==> src/rtl/idecode_regfile_pipe.sv <==
// Decode-stage register file: registered write-back stage with read bypass,
// a load scoreboard that stalls decode, and a saturating stall counter.

module idecode_regfile_rd_port #(
    parameter int DATA_W = 32,
    parameter int ADDR_W = 5
) (
    input  logic [ADDR_W-1:0] addr,
    input  logic              stg_vld,
    input  logic [ADDR_W-1:0] stg_dest,
    input  logic [DATA_W-1:0] stg_data,
    input  logic [DATA_W-1:0] arr_data,
    output logic [DATA_W-1:0] rdata
);
    // The stage register holds the newest value for its dest, so it beats the array.
    always_comb begin
        rdata = arr_data;
        if (addr == '0)
            rdata = '0;
        else if (stg_vld && stg_dest == addr)
            rdata = stg_data;
    end
endmodule

module idecode_regfile_pipe #(
    parameter int DATA_W     = 32,
    parameter int ADDR_W     = 5,
    parameter int RESET_MODE = 1,
    parameter int CNT_W      = 16
) (
    input  logic              clock,
    input  logic              reset,
    input  logic [31:0]       instruction,
    input  logic              id_valid,
    input  logic              ld_issue,
    output logic [ADDR_W-1:0] read_register_1_address,
    output logic [DATA_W-1:0] read_data_1,
    output logic [DATA_W-1:0] read_data_2,
    output logic [DATA_W-1:0] sign_extend,
    output logic              stall,
    input  logic              wb_valid,
    input  logic [ADDR_W-1:0] wb_dest,
    input  logic [1:0]        wb_sel,
    input  logic [DATA_W-1:0] alu_result,
    input  logic [DATA_W-1:0] mem_data,
    input  logic [DATA_W-1:0] link_pc,
    output logic [CNT_W-1:0]  stall_count
);
    localparam int NREGS     = 1 << ADDR_W;
    localparam int NUM_PORTS = 2;

    logic [5:0]        op;
    logic [15:0]       imm;
    logic [ADDR_W-1:0] rs, rt;

    assign op  = instruction[31:26];
    assign rs  = instruction[21 +: ADDR_W];
    assign rt  = instruction[16 +: ADDR_W];
    assign imm = instruction[15:0];
    assign read_register_1_address = rs;

    logic [DATA_W-1:0] regs [NREGS];
    logic              stg_vld;
    logic [ADDR_W-1:0] stg_dest;
    logic [DATA_W-1:0] stg_data;
    logic [NREGS-1:0]  busy, busy_nxt;

    // Immediate: logical ops and sltiu take the zero-extended form.
    logic zext;
    assign zext = op inside {6'b001100, 6'b001101, 6'b001110, 6'b001011};

    generate
        if (DATA_W > 16) begin : g_ext
            assign sign_extend = zext ? {{(DATA_W-16){1'b0}}, imm}
                                      : {{(DATA_W-16){imm[15]}}, imm};
        end else begin : g_trunc
            assign sign_extend = imm[DATA_W-1:0];
        end
    endgenerate

    logic [NUM_PORTS-1:0][ADDR_W-1:0] rd_addr;
    logic [NUM_PORTS-1:0][DATA_W-1:0] rd_arr, rd_data;

    assign rd_addr[0] = rs;
    assign rd_addr[1] = rt;

    generate
        for (genvar p = 0; p < NUM_PORTS; p++) begin : g_rd
            assign rd_arr[p] = regs[rd_addr[p]];
            idecode_regfile_rd_port #(.DATA_W(DATA_W), .ADDR_W(ADDR_W)) u_rd (
                .addr     (rd_addr[p]),
                .stg_vld  (stg_vld),
                .stg_dest (stg_dest),
                .stg_data (stg_data),
                .arr_data (rd_arr[p]),
                .rdata    (rd_data[p])
            );
        end
    endgenerate

    assign read_data_1 = rd_data[0];
    assign read_data_2 = rd_data[1];

    logic [DATA_W-1:0] wb_data;
    logic              cap, ld_set, ld_clr;

    always_comb begin
        case (wb_sel)
            2'b01:   wb_data = mem_data;
            2'b10:   wb_data = link_pc;
            default: wb_data = alu_result;
        endcase
    end

    assign cap    = wb_valid && wb_sel != 2'b11 && wb_dest != '0;
    assign ld_clr = cap && wb_sel == 2'b01;
    assign ld_set = id_valid && ld_issue && !stall && rt != '0;
    assign stall  = id_valid && (busy[rs] || busy[rt]);

    // Set is applied after clear: a newer load to the same register stays outstanding.
    always_comb begin
        busy_nxt = busy;
        if (ld_clr) busy_nxt[wb_dest] = 1'b0;
        if (ld_set) busy_nxt[rt] = 1'b1;
        busy_nxt[0] = 1'b0;
    end

    always_ff @(posedge clock) begin
        if (reset) begin
            stg_vld     <= 1'b0;
            stg_dest    <= '0;
            stg_data    <= '0;
            busy        <= '0;
            stall_count <= '0;
            for (int i = 0; i < NREGS; i++)
                regs[i] <= (RESET_MODE != 0) ? DATA_W'(i) : '0;
        end else begin
            stg_vld <= cap;
            if (cap) begin
                stg_dest <= wb_dest;
                stg_data <= wb_data;
            end
            if (stg_vld && stg_dest != '0)
                regs[stg_dest] <= stg_data;
            busy <= busy_nxt;
            if (stall && stall_count != '1)
                stall_count <= stall_count + CNT_W'(1);
        end
    end
endmodule

==> config.mk <==
export PLATFORM = sky130hd
export DESIGN_NAME = idecode_regfile_pipe
export DESIGN_NICKNAME = d
export VERILOG_FILES = /design/src/rtl/idecode_regfile_pipe.sv
export SDC_FILE = /design/constraint.sdc
export NUM_CORES = 2
export LEC_CHECK = 0
export CORE_MARGIN = 1.5
export CORE_UTILIZATION = 45
export CTS_BUF_LIST = sky130_fd_sc_hd__clkbuf_4 sky130_fd_sc_hd__clkbuf_8
export DETAILED_ROUTE_END_ITERATION = 10
export PLACE_DENSITY_LB_ADDON = 0.25
export SLEW_MARGIN = 20
export SYNTH_ARGS = -nofsm -noshare
export SYNTH_HDL_FRONTEND = slang
export SYNTH_HIERARCHICAL = 1
export SYNTH_SLANG_ARGS = --single-unit
==> constraint.sdc <==
create_clock -name clock -period 4.8 [get_ports clock]
set_input_delay 0.96 -clock clock [delete_from_list [all_inputs] [get_ports clock]]
set_output_delay 0.96 -clock clock [all_outputs]
set_load 0.1 [all_outputs]
* After elaboration in Yosys (flattened, before gate mapping)
Memory sizes are Yosys's and may differ from the RTL's. Cells that the tools add are included.
Cells by class: bitwise operators 3, add/sub/neg operators 1, magnitude comparators 5, equality and inequality tests 10, reduce and logical (&&, ||, !) cells 22, muxes and demuxes 24
Operators with widths (count):
- 32-bit two-way mux | 8
- 32-bit case mux with 2 select lines | 1
- 32-bit bitwise AND | 1
- 32-bit inverter | 1
- 32-bit OR | 1
- 32-bit OR reduction | 1
- 6-bit by 4-bit equality test with 1-bit output, second input constant | 4
- 5-bit by 6-bit < comparator with 1-bit output, second input constant | 3
- 16-bit by 1-bit adder with 16-bit output, second input constant | 1
- 16-bit inequality test, second input constant | 1
- 5-bit nonzero test | 3
- 1-bit logical AND | 13
- 1-bit binary-select mux with 5-bit select | 2
- 1-bit demux with 5-bit select | 2
- 5-bit equality test | 2
- 5-bit by 1-bit greater-or-equal comparator with 1-bit output, second input constant | 2
- 5-bit logical NOT | 2
- 1-bit two-way mux | 10
- 5-bit two-way mux | 1
- 4-bit nonzero test | 1
- 2-bit by 1-bit equality test with 1-bit output, second input constant | 1
- 2-bit equality test, second input constant | 1
- 2-bit inequality test, second input constant | 1
- 1-bit logical NOT | 1
- 1-bit logical OR | 1
Word-level totals: word-level logic and storage cells 72, register bits 86, memories kept 1, RAM bits 1024
Memory list:
- regs | depth 32, width 32, rd ports 2, clocked after Yosys merged registers in 0, wr ports 32, line 62 | logic [DATA_W-1:0] regs [NREGS];

* Depth between registers and ports, before layout
depth in word-level cells 9, depth in mapped cells 10, mapped depth without buffers 8

* Modules after synthesis
The synthesis kept the hierarchy.
Modules (own cells, without submodules):
- idecode_regfile_pipe | area each 58561.2 µm², instances 1, cells an instance 3913
- idecode_regfile_rd_port | area each 645.6 µm², instances 2, cells an instance 123

* Least setup slack after synthesis
Ideal clock, no wire load.
path kind input-to-output, from input port instruction[22], to output port read_data_1[22], setup slack -0.829 ns, stages 9, arrival time 4.669 ns, data required time 3.840 ns, cell sequence buf_4 -> buf_2 -> clkbuf_1 -> clkbuf_1 -> mux4_2 -> mux4_2 -> mux2_2 -> nand2_1 -> o21ai_0
RTL lines:
- from (decl) | line 33 | input logic [31:0] instruction,
- to (decl) | line 37 | output logic [DATA_W-1:0] read_data_1,

==> metrics.md <==
| Metric | Value |
|---|---|
| Vias per Instance | 6.67 |
| Synth Area in XOR/XNOR | 0.205% |
| Hold Path Depth | 2 |
| Final period util | 98.0% |
| Initial DRC count | 7154 |
| Drt pass-1 iters | 7 |
| Gpl congestion | 0.895 |
| Gr usage total | 32.7% |
| Slowest CP cell | mux4_2 |
| Max Fclk | 213 MHz |
| Final max-slew violation count | 0 |
| CTS hold repair buffers | 0 |
| Total grt overflow | 0 |
| Time the worst path needs with I/O delays and setup | 4.70 ns |
| Root Buffer | clkbuf_8 |
| Post-synthesis mux area share | 22.9% |
| FF-to-FF path depth | 6 |
| Lkg Pwr | 0.0241 µW |
| Worst slew margin | 19.2% |
| Final setup vio count | 0 |
| Number of buffers and inverters on the critical path | 3 |
| Synthesis-stage register bit count | 1109 |
| Worst-case clock buffer depth | 3 |
| Yosys warns | 6 |
| Status | finished clean |
| Detail Route Antenna Nets | 0 |
| DR WL met2 | 99100 µm |
| Unrepaired setup endpoints after global routing | false |
| Vias post-DR | 41953 |
| Placed instance area | 66100 µm² |
| Port bufs | 227 |
| Commonest non-fill, non-tap cells in the layout | edfxtp_1, and2_1, mux4_2 |
| Netlist cell types | 64 |
| Overall die width | 368 µm |
| VDD IR max | 291 µV |
| CTS tree | done |
| Critical path's top delay family | buffers and inverters |
| Setup WS pre-CTS | 0.249 ns |
| # DRC | 0 |
| Wirelength, routed | 223000 µm |
| Worst-margin pin slew | 1.21 ns |
| Crit path DAT | 3.74 ns |
| Core area | 132000 µm² |
| Critical Path Most Common Cell | buf_12 |
| Area Growth Syn to Fin | 16.8% |
| Cell area power density | 338 nW/µm² |
| Async set-reset flop share out of synthesis | 0% |
| CP Capture Type | output pin |
| Seq/Total Area, Yosys | 54.2% |
| Clock transition at the registers of the reported paths | 0.06 ns |
| CP Max Fanout | 43 |
| Post-CTS Resized | 0 |
| Largest net degree at the start of global routing | 60 |
| Max Cap Viol | 0 |
| HP Class | reg -> reg |
| First-pass GRT wire length | 309000 µm |
| Initial antenna violation count | 24 |
| Syn Area/Cell | 14.4 µm² |
| Layout cell share with drive strength beyond 1 | 30.9% |
| Hpwl dp | 134000 µm |
| Crit path required time | 3.84 ns |
| Hold Fails Final Rpt | 0 |
| Max incr delay on CP | 0.65 ns |
| Kind of critical path | in -> out |
| Adder-cell share of the synthesized area | 0.0836% |
| Final Cell Area | 69900 µm² |
| Setup crit start kind | input pin |
| Height of the die | 368 µm |
| Cell count after synthesis | 4159 |
| Die Footprint | 135000 µm² |
| Starting density of the core | 45.4% |
| Critical Path Stages | 8 |
| Post-CTS setup buffers | 0 |
| Ports | 258 |
| Routed wire length per instance | 35.4 µm |
| Overall power | 23600 µW |
| Mapped Area | 59900 µm² |
| Setup slack after layout | 0.0955 ns |
| Htree depth | 4 |
| Primary FF master, synth | edfxtp_1 |
| CTS Sinks | 1109 |
| Site Rows | 133 |
| TritonCTS Buffers | 189 |
| Compound-gate portion of the synthesized area | 4.03% |
| Clock skew | 0.0554 ns |
| Hold WS | 0.473 ns |
| Top sig layer | met5 |
| Synth Area in Simple Gates | 14.8% |
| Setup tns final | 0 ns |
| Clk_lat worst skew | 0.94 ns |
| Fin nets | 4505 |
| Worst path cell trace | buf_8 -> buf_12 -> mux4_2 -> a22oi_1 -> nand4_1 -> nand2_1 -> o21ai_1 -> buf_12 |
| Number of global-route vias before repair | 40580 |
| Commonest non-fill, non-tap cell in the layout | edfxtp_1 |
| EDFF count, synth | 1024 |
| DRT met1 WL | 81000 µm |
| Met3 Wirelength | 31500 µm |
| Largest family of logic cells by synthesized area | multiplexers |
-- area by class of cell --
type	count	area, µm²
Tap cell	1755	2200
Antenna cell	12	30.0
Clock buffer	272	3330
Sequential cell	1109	32500
Clock inverter	78	459
Timing Repair Buffer	472	5650
Inverter	6	22.5
Fill cell	10834	61900
Multi-Input combinational cell	2583	25800
-- worst register-to-register path, delay by kind of cell, from the launching register on --
kind	cells	cell delay (ns)
buf+inv	2	0.70
flops	1	0.55
simple gates	4	1.80
-- flip-flops by register name (all words and copies together), names as in the netlist --
name	count
stg_dest	5
stg_data	32
stg_vld	1
busy	31
stall_count	16
regs	1024
-- routing by layer --
layer	up-vias	global-route usage, %
li1	16425	-
met1	21377	44.0
met2	3506	48.7
met3	639	10.1
met4	6	14.8
met5	-	0
-- cell usage after synthesis (62+ instances only) --
cell type | instances | area [µm²]
a21oi_1 | 69 | 345
dfxtp_1 | 85 | 1700
and2_1 | 920 | 5760
buf_4 | 62 | 465
nor2_1 | 65 | 244
mux4_2 | 578 | 13000
a22oi_1 | 162 | 1220
edfxtp_1 | 1024 | 30700
nand4_1 | 109 | 682
nand2_1 | 185 | 694
or3_1 | 84 | 526
o21ai_0 | 107 | 536
clkbuf_1 | 341 | 1280
-- power breakdown --
part           switching [µW]  internal [µW]  leakage [µW]
registers                 220          10900        0.0109
logic                    2370           1440        0.0112
clock network            4110           4620       0.00201
-- kinds of logic after synthesis --
logic type,after synthesis
AO/OA/AOI/OAI,382
adder cells (fa/ha/maj),4
flip-flops,1109
buffers and inverters,498
XOR/XNOR,14
AND/OR/NAND/NOR,1508
other,1
multiplexers,643
-- final timing paths --
kind	startpoint	end	slack, ns
min	stg_data[12]	stg_data[12]	0.47
max reg2reg	stg_dest[2]	regs[4][8]	1.46
max	instruction[16]	read_data_2[16]	0.1
min reg2reg	stg_data[12]	stg_data[12]	0.47
-- per-stage QoR --
stage | instances | utilization, %
CTS | 6275 | 53.0
global route | 6278 | 53.0
global placement | 5925 | 50.1
finish | 6287 | 53.0
floorplan | 4190 | -
detailed placement | 5925 | 50.1
Power figures use the tool's default switching activity.
